## config.mk

```make
export PLATFORM = sky130hd
export DESIGN_NAME = clk_div_n_flat
export DESIGN_NICKNAME = d
export VERILOG_FILES = /design/src/rtl/clk_div_n_if.sv /design/src/rtl/clk_div_n.sv /design/src/flat_wrapper.sv
export SDC_FILE = /design/constraint.sdc
export NUM_CORES = 1
export LEC_CHECK = 0
export ABC_CLOCK_PERIOD_IN_PS = 5500
export CORE_UTILIZATION = 30
export DETAILED_ROUTE_END_ITERATION = 6
export HOLD_SLACK_MARGIN = 0.03
export SETUP_SLACK_MARGIN = 0.5
export SKIP_LAST_GASP = 1
export SYNTH_ARGS = -nofsm -noshare
export SYNTH_HDL_FRONTEND = slang
export SYNTH_SLANG_ARGS = --single-unit
```

## constraint.sdc

```tcl
create_clock -name clk -period 5.5 [get_ports clk]
set_clock_uncertainty 0.15 [all_clocks]
set_input_delay 0.55 -clock clk [delete_from_list [all_inputs] [get_ports clk]]
set_output_delay 0.55 -clock clk [all_outputs]
set_load 0.05 [all_outputs]
```

## src/rtl/clk_div_n_if.sv

```systemverilog
// Control/status bundle of the programmable clock divider.
// The master drives the divisor requests and the slave returns the divided clock and status.
interface clk_div_n_if #(
  parameter int CNT_W = 8
);
  logic             i_en;
  logic             i_load;
  logic [CNT_W-1:0] i_div;
  logic             o_clk_div;
  logic             o_tick;
  logic [CNT_W-1:0] o_div_cur;
  logic             o_div_err;

  modport master (
    output i_en, i_load, i_div,
    input  o_clk_div, o_tick, o_div_cur, o_div_err
  );

  modport slave (
    input  i_en, i_load, i_div,
    output o_clk_div, o_tick, o_div_cur, o_div_err
  );
endinterface

```

## src/rtl/clk_div_n.sv

```systemverilog
// Programmable integer clock divider with an exact 50% duty cycle for even and odd divisors.
// Divisor changes are held in a shadow register and take effect only at a period boundary.
module clk_div_n #(
  parameter int CNT_W   = 8,
  parameter int DEF_DIV = 3
) (
  input  logic        clk,
  input  logic        reset,
  clk_div_n_if.slave  bus
);
  localparam logic [CNT_W-1:0] DEF_Q   = CNT_W'(DEF_DIV);
  localparam logic [CNT_W-1:0] MIN_DIV = CNT_W'(2);
  localparam logic [CNT_W-1:0] ONE     = CNT_W'(1);

  logic [CNT_W-1:0] cnt_q, cnt_d;
  logic [CNT_W-1:0] cur_q, cur_d;
  logic [CNT_W-1:0] sh_q, sh_d;
  logic             pend_q, pend_d;
  logic             pos_q, pos_d;
  logic             tick_q, tick_d;
  logic             err_q, err_d;
  logic             neg_q;

  logic [CNT_W-1:0] ld_div, nd, hdiv, cnt_nxt;
  logic [CNT_W:0]   half;
  logic             wrap, apply;

  always_comb begin
    ld_div  = (bus.i_div < MIN_DIV) ? MIN_DIV : bus.i_div;
    wrap    = (cnt_q == cur_q - ONE);
    apply   = !bus.i_en || wrap;
    nd      = bus.i_load ? ld_div : (pend_q ? sh_q : cur_q);
    // The half point of a new period must come from the divisor it will run with.
    hdiv    = wrap ? nd : cur_q;
    half    = ({1'b0, hdiv} + (CNT_W+1)'(1)) >> 1;
    cnt_nxt = wrap ? '0 : cnt_q + ONE;

    sh_d    = bus.i_load ? ld_div : sh_q;
    err_d   = bus.i_load && (bus.i_div < MIN_DIV);

    if (apply) begin
      cur_d  = nd;
      pend_d = 1'b0;
    end else begin
      cur_d  = cur_q;
      pend_d = pend_q | bus.i_load;
    end

    if (bus.i_en) begin
      cnt_d  = cnt_nxt;
      pos_d  = ({1'b0, cnt_nxt} < half);
      tick_d = (cnt_nxt == '0);
    end else begin
      // Park one step before the wrap so the first enabled edge starts a period.
      cnt_d  = nd - ONE;
      pos_d  = 1'b0;
      tick_d = 1'b0;
    end
  end

  always_ff @(posedge clk or negedge reset) begin
    if (!reset) begin
      cnt_q  <= DEF_Q - ONE;
      cur_q  <= DEF_Q;
      sh_q   <= DEF_Q;
      pend_q <= 1'b0;
      pos_q  <= 1'b0;
      tick_q <= 1'b0;
      err_q  <= 1'b0;
    end else begin
      cnt_q  <= cnt_d;
      cur_q  <= cur_d;
      sh_q   <= sh_d;
      pend_q <= pend_d;
      pos_q  <= pos_d;
      tick_q <= tick_d;
      err_q  <= err_d;
    end
  end

  // Half-cycle delayed copy trims odd-divisor high time to exactly D/2 clocks.
  always_ff @(negedge clk or negedge reset) begin
    if (!reset) neg_q <= 1'b0;
    else        neg_q <= pos_q;
  end

  assign bus.o_clk_div = cur_q[0] ? (pos_q & neg_q) : pos_q;
  assign bus.o_tick    = tick_q;
  assign bus.o_div_cur = cur_q;
  assign bus.o_div_err = err_q;
endmodule

```

## src/flat_wrapper.sv

```systemverilog
// flat-port wrapper written by rule: the top's interface ports become plain ports
module clk_div_n_flat 
#(
  parameter int CNT_W   = 8,
  parameter int DEF_DIV = 3
)
  (clk, reset, bus_i_en, bus_i_load, bus_i_div, bus_o_clk_div, bus_o_tick, bus_o_div_cur, bus_o_div_err);
  clk_div_n_if #(.CNT_W(CNT_W)) bus_i ();
  input  logic clk;
  input  logic reset;
  input wire logic [$bits(bus_i.i_en)-1:0] bus_i_en;
  input wire logic [$bits(bus_i.i_load)-1:0] bus_i_load;
  input wire logic [$bits(bus_i.i_div)-1:0] bus_i_div;
  output wire logic [$bits(bus_i.o_clk_div)-1:0] bus_o_clk_div;
  output wire logic [$bits(bus_i.o_tick)-1:0] bus_o_tick;
  output wire logic [$bits(bus_i.o_div_cur)-1:0] bus_o_div_cur;
  output wire logic [$bits(bus_i.o_div_err)-1:0] bus_o_div_err;
  assign bus_i.i_en = bus_i_en;
  assign bus_i.i_load = bus_i_load;
  assign bus_i.i_div = bus_i_div;
  assign bus_o_clk_div = bus_i.o_clk_div;
  assign bus_o_tick = bus_i.o_tick;
  assign bus_o_div_cur = bus_i.o_div_cur;
  assign bus_o_div_err = bus_i.o_div_err;
  clk_div_n #(.CNT_W(CNT_W), .DEF_DIV(DEF_DIV)) u_core (.clk(clk), .reset(reset), .bus(bus_i));
endmodule
```

==> impl_metrics.env, run 1 <==
export IMPL_outcome="complete, no violations"
export IMPL_cts_root_buf="clkbuf_8"
export IMPL_grt_pass1_wl_um=9940
export IMPL_drive_gt1_share_pct=14.4
export IMPL_layout_commonest_cell="dfrtp_1"
export IMPL_crit_path_end_kind="output pin"
export IMPL_cts_tree="done"
export IMPL_rrSetupSlack_ns=0.79
export IMPL_avgSynthCellArea_um2=9.13
export IMPL_rows=32
export IMPL_min_path_type="register to register"
export IMPL_synth_edf_count=0
export IMPL_start_util_pct=31.6
export IMPL_final_nets=313
export IMPL_die_area_um2=8670
export IMPL_ys_seq_elements=29
export IMPL_clockBufferDepth=2
export IMPL_yosys_area_top_type="dfrtp_1"
export IMPL_multiInputGateArea_um2=1550
export IMPL_worstReg2RegStart="u_core.bus.o_div_cur[0]$_DFFE_PN1N_"
export IMPL_syn_nets=296
export IMPL_critPathMaxFanout=1
export IMPL_seqCellArea_um2=732
export IMPL_powerDensity_nw_per_um2=380
export IMPL_clk_pin_slew_ns=0.06
export IMPL_reg2reg_depth=19
export IMPL_track_usage_pct=14.9
export IMPL_antennaDiodeCount=0
export IMPL_arrival_ns=4.04
export IMPL_startpoint_type="register"
export IMPL_slew_violations=0
export IMPL_fmax_mhz=212
export IMPL_firstDrtPassIters=4
export IMPL_critical_path_required_ns=4.80
export IMPL_n_fill_cell=814
export IMPL_syn2layout_area_growth_pct=15.2
export IMPL_syn_inst=273
export IMPL_syn_area_um2=2490
export IMPL_netlist_area_leader_share_pct=23.1
export IMPL_clk_latency_ns=0.29
export IMPL_setup_total_negative_slack_ns=0
export IMPL_post_route_period_util_pct=86.1
export IMPL_vdd_ir_drop_max_mv=0.179
export IMPL_die_h_um=93.1
export IMPL_place_gp_congestion=0.890
export IMPL_synthDistinctLibCells=59
export IMPL_die_w_um=93.1
export IMPL_grt_overflow_total=0
export IMPL_rsz0062_at_grt="no"
export IMPL_core_um2=7890
export IMPL_ant_nets=0
export IMPL_io_buffers=22
export IMPL_layout_common_cells="dfrtp_1, mux2i_1, clkdlybuf4s50_1"
export IMPL_p_leak_uw=0.00122
export IMPL_ios=23
export IMPL_cts_hold_buffers=0
export IMPL_crit_end="bus_o_clk_div"
export IMPL_cts_sinks=29
export IMPL_p_total_uw=1090
export IMPL_dp_hpwl_um=4450
export IMPL_numCtsBuffers=5
export IMPL_synth_area_top_cells="dfrtp_1, mux2i_1, xnor2_1, ha_1, dfstp_2"
export IMPL_hold_viol=0
export IMPL_via_per_inst=5.09
export IMPL_critPathKind="register to output pin"
export IMPL_post_route_min_period_ns=4.74
export IMPL_setup_worst_path_start="u_core.neg_q$_DFF_NN0_"
export IMPL_ys_seq_area_share_pct=29.4
export IMPL_r2r_end="u_core.pos_q$_DFF_PN0_"
export IMPL_slew_headroom_pct=63.1
export IMPL_ys_warnings_count=0
export IMPL_wl_per_cell_um=15.0
export IMPL_setup_viol=0
export IMPL_synthArstFlopShare_pct=100
export IMPL_drt_wl_total_um=5910
export IMPL_antenna_found_initial=0
export IMPL_detailroute_via_count=1999
export IMPL_grt_pass1_vias=1960
export IMPL_drc=0
export IMPL_worst_pin_slew_ns=0.549
export IMPL_drt_initial_drc_count=77
export IMPL_maxCapViolations=0
export IMPL_synth_flop_cell="dfrtp_1"
export IMPL_grt_max_degree=30
export IMPL_h_tree_depth=2
## worst min-delay path by stage
stage | end | slack, ns | cells after the start | from
floorplan | u_core.bus.o_div_cur[2]$_DFFE_PN0N_ | 0.10 | 0 | reset
global placement | u_core.sh_q[0]$_DFFE_PN1P_ | 0.33 | 2 | u_core.sh_q[0]$_DFFE_PN1P_
global route | u_core.sh_q[1]$_DFFE_PN1P_ | 0.37 | 2 | u_core.sh_q[1]$_DFFE_PN1P_
CTS | u_core.sh_q[0]$_DFFE_PN1P_ | 0.34 | 2 | u_core.sh_q[0]$_DFFE_PN1P_
detailed placement | u_core.sh_q[0]$_DFFE_PN1P_ | 0.33 | 2 | u_core.sh_q[0]$_DFFE_PN1P_
finish | u_core.sh_q[0]$_DFFE_PN1P_ | 0.34 | 2 | u_core.sh_q[0]$_DFFE_PN1P_
## flip-flops by register name, indices dropped and copies added (netlist names)
name,cells
u_core.pos_q,1
u_core.sh_q,8
u_core.bus.o_div_err,1
u_core.neg_q,1
u_core.bus.o_tick,1
u_core.bus.o_div_cur,8
u_core.cnt_q,8
u_core.pend_q,1
## worst max-delay path, stage by stage (launching register included)
cell and delay (ns):
dfrtn_1 0.38, o21a_1 0.10, dlygate4sd2_1 0.52
## synth_stat cells, types with 3 or more instances
library cell,count
a21oi_1,12
a31o_2,3
a31oi_1,4
and2_1,5
buf_2,6
buf_4,3
buf_6,3
clkbuf_1,3
dfrtp_1,23
dfstp_2,5
ha_1,11
inv_1,18
mux2_2,6
mux2i_1,22
nand2_1,12
nand2b_1,4
nand3_1,15
nor2_1,18
nor3_1,8
o211ai_1,3
o21a_1,6
o21ai_0,13
xnor2_1,19
xor2_1,11
## per-stage QoR
step	instances	worst slack, ns	area, um^2	utilization (%)	hold slack, ns
after global placement	381	0.636	2720	34.4	0.327
after global routing	393	0.440	2870	36.4	0.372
after CTS	389	0.524	2830	35.9	0.342
after floorplan	273	0.709	2490	-	0.104
after detailed placement	381	0.555	2720	34.4	0.332
final	393	0.763	2870	36.4	0.336
## layer usage
metal	share of wire, %	routed length, um	track usage [%]
met2	46	2710	23.4
met3	4.0	238	2.68
met1	47	2760	19.6
met5	0	0	0
met4	3.4	201	7.18
## cell families (layout without fill, tap and decap cells)
logic type,count (synthesis),after routing,synth area share [%]
AND/OR/NAND/NOR,79,79,18.2
AO/OA/AOI/OAI,55,55,14.4
buffers and inverters,38,56,8.54
XOR/XNOR,31,31,11.2
multiplexers,30,30,12.8
flip-flops,29,29,29.4
adder cells (fa/ha/maj),11,11,5.52
## area by class of cell
cell class | count | share of cell area (%)
inverter | 20 | 2.62
tap | 102 | 4.45
sequential | 29 | 25.5
clock buffer | 7 | 3.01
timing repair buffer | 28 | 9.20
clock inverter | 1 | 1.05
multi-input combinational | 206 | 54.2
## power by group
group | internal [uW] | leakage [uW] | switching [uW] | total [uW]
clock | 148 | 0.0000585 | 83.6 | 231
combinational | 228 | 0.000814 | 288 | 516
sequential | 262 | 0.000348 | 81.8 | 343
total | 637 | 0.00122 | 454 | 1090
## timing repair
| item | CTS | global route |
|---|---|---|
| setup endpoints to repair | 1 | 1 |
| pin swaps | 0 | 2 |
| gates resized for setup | 1 | 3 |
| setup buffers | 0 | 4 |
(Power assumes the default switching activity.)
==> run 2, diff against run 1 <==
--- a/config.mk
+++ b/config.mk
@@ -14,3 +14,4 @@
 export SYNTH_ARGS = -nofsm -noshare
 export SYNTH_HDL_FRONTEND = slang
 export SYNTH_SLANG_ARGS = --single-unit
+export TNS_END_PERCENT = 10
==> results of run 2 <==
Same layout as run 1: the final DEF is identical, and so are final timing and power.
==> run 3, diff against run 2 <==
--- a/config.mk
+++ b/config.mk
@@ -6,6 +6,7 @@
 export NUM_CORES = 1
 export LEC_CHECK = 0
 export ABC_CLOCK_PERIOD_IN_PS = 5500
+export CORE_ASPECT_RATIO = 1.2
 export CORE_UTILIZATION = 30
 export DETAILED_ROUTE_END_ITERATION = 6
 export HOLD_SLACK_MARGIN = 0.03
==> run 3 against run 2 <==
Against the previous run:
- setup slack got worse by 0.064 ns
- wire length is 2.2% higher
- combinational power up 1%
- critical path depth rose by 17
- sequential cell count did not move
- die area about the same
- clock power is 23% lower
- final cell count is 2.0% lower
- clock-buffer cell count is 2 lower
- worst hold slack lost 0.0035 ns
- maximum frequency is 1.9% lower
- sequential share of layout area increased by 0.34 points
- critical path type is now register to register
- critical endpoint is now u_core.pos_q$_DFF_PN0_
==> impl_metrics.env, run 3 (same netlist as run 1, synthesis figures left out) <==
export IMPL_outcome="complete, no violations"
export IMPL_critPathSlowestCell="dfstp_2"
export IMPL_place_gp_congestion=0.910
export IMPL_post_route_period_util_pct=87.3
export IMPL_cts_tree="done"
export IMPL_via_per_inst=5.06
export IMPL_crit_end="u_core.pos_q$_DFF_PN0_"
export IMPL_crit_chain="inv_1 -> ha_1 -> xnor2_1 -> and4b_1 -> a41oi_1 -> nand2_4 -> nand2_8 -> mux2i_1 -> ha_2 -> nand3_1 -> xnor2_1 -> mux2i_1 -> ha_1 -> a21o_1 -> a21oi_1 -> nor2_1 -> or4_1 -> or3b_1 -> o22ai_1"
export IMPL_dp_hpwl_um=4540
export IMPL_grt_pass1_vias=1988
export IMPL_die_area_um2=8670
export IMPL_cp_top_family="simple AND/OR/NAND/NOR gates"
export IMPL_fmax_mhz=208
export IMPL_crit_path_end_kind="register"
export IMPL_ant_nets=0
export IMPL_h_tree_depth=2
export IMPL_arrival_ns=4.86
export IMPL_startpoint_type="register"
export IMPL_grt_max_degree=30
export IMPL_track_usage_pct=15.1
export IMPL_worstSetupPathDepth=19
export IMPL_slew_headroom_pct=63.3
export IMPL_grt_overflow_total=0
export IMPL_cts_sinks=29
export IMPL_cp_num_buf_inv=1
export IMPL_min_path_type="register to register"
export IMPL_layout_commonest_cell="dfrtp_1"
export IMPL_start_util_pct=30.7
export IMPL_drc=0
export IMPL_core_um2=8110
export IMPL_drt_wl_total_um=6040
export IMPL_die_w_um=85.2
export IMPL_worst_pin_slew_ns=0.546
export IMPL_worstReg2RegStart="u_core.bus.o_div_cur[0]$_DFFE_PN1N_"
export IMPL_r2r_end="u_core.pos_q$_DFF_PN0_"
export IMPL_fin_util_pct=34.9
export IMPL_final_nets=312
export IMPL_post_route_min_period_ns=4.80
export IMPL_wl_per_cell_um=15.7
export IMPL_n_fill_cell=845
export IMPL_clk_latency_ns=0.29
export IMPL_detailroute_via_count=1950
export IMPL_slew_violations=0
export IMPL_critPathKind="register to register"
export IMPL_rrSetupSlack_ns=0.70
export IMPL_critPathMaxFanout=14
export IMPL_reg2reg_depth=19
export IMPL_drive_gt1_share_pct=14.5
export IMPL_rsz0062_at_grt="yes"
export IMPL_antenna_found_initial=0
export IMPL_maxCapViolations=0
export IMPL_layout_common_cells="dfrtp_1, mux2i_1, clkdlybuf4s50_1"
export IMPL_clk_pin_slew_ns=0.08
export IMPL_grt_pass1_wl_um=10100
export IMPL_clockBufferDepth=2
export IMPL_whs_ns=0.333
export IMPL_syn2layout_area_growth_pct=13.7
export IMPL_p_leak_uw=0.00121
export IMPL_antennaDiodeCount=0
export IMPL_io_buffers=22
export IMPL_rows=36
export IMPL_p_total_uw=1050
export IMPL_critPathMaxStageDelay_ns=0.63
export IMPL_setup_worst_path_start="u_core.bus.o_div_cur[0]$_DFFE_PN1N_"
export IMPL_critical_path_required_ns=5.56
export IMPL_setup_viol=0
export IMPL_setup_total_negative_slack_ns=0
export IMPL_vdd_ir_drop_max_mv=0.0899
export IMPL_die_h_um=102
export IMPL_hold_viol=0
export IMPL_powerDensity_nw_per_um2=371
export IMPL_ios=23
export IMPL_firstDrtPassIters=4
export IMPL_numCtsBuffers=5
export IMPL_drt_initial_drc_count=128
export IMPL_cts_root_buf="clkbuf_8"
[run 3: power breakdown]
part           total [uW]  internal (uW)  switching (uW)
registers             351            261            89.7
clock network         179           87.2            91.5
logic                 521            234             287
[run 3: worst min path at each step]
stage,startpoint,endpoint,slack [ns],cells after the start
2_1_floorplan,reset,u_core.bus.o_div_cur[2]$_DFFE_PN0N_,0.10,0
3_3_place_gp,u_core.sh_q[0]$_DFFE_PN1P_,u_core.sh_q[0]$_DFFE_PN1P_,0.32,2
3_5_place_dp,u_core.sh_q[0]$_DFFE_PN1P_,u_core.sh_q[0]$_DFFE_PN1P_,0.32,2
4_1_cts,u_core.sh_q[0]$_DFFE_PN1P_,u_core.sh_q[0]$_DFFE_PN1P_,0.33,2
5_1_grt,u_core.sh_q[0]$_DFFE_PN1P_,u_core.sh_q[0]$_DFFE_PN1P_,0.35,2
6_report,u_core.sh_q[0]$_DFFE_PN1P_,u_core.sh_q[0]$_DFFE_PN1P_,0.33,2
[run 3: stage by stage]
stage	std cells	cell area, um^2	setup slack [ns]
after floorplan	273	2490	0.709
after global placement	374	2710	0.638
after detailed placement	374	2710	0.503
after CTS	382	2800	0.435
after global routing	385	2830	0.437
final	385	2830	0.699
[run 3: worst min-delay path: cells and delay by family, from the launching register on]
family	cells	cell delay [ns]
compound gates	1	0.06
buf+inv	1	0.04
flops	1	0.38
[run 3: layout make-up]
class	count	area (um^2)	share of cell area, %
timing repair buffer	27	260	9.19
clock inverter	3	17.5	0.619
inverter	20	75.1	2.65
tap	95	119	4.20
multi-input combinational	206	1560	55.1
clock buffer	5	68.8	2.43
sequential	29	732	25.9
[run 3: timing repair]
action	CTS	global route
gates resized for setup	1	4
hold buffers	0	0
endpoints found under the setup margin	2	2
buffers inserted	0	3
pin swaps	0	1
[run 3: per-layer routing]
metal	track usage, %	vias to the layer above	share of wire, %
li1	-	985	-
met1	18.1	914	44
met2	27.5	44	51
met3	2.58	7	3.6
met4	4.56	0	1.1
met5	0	-	0
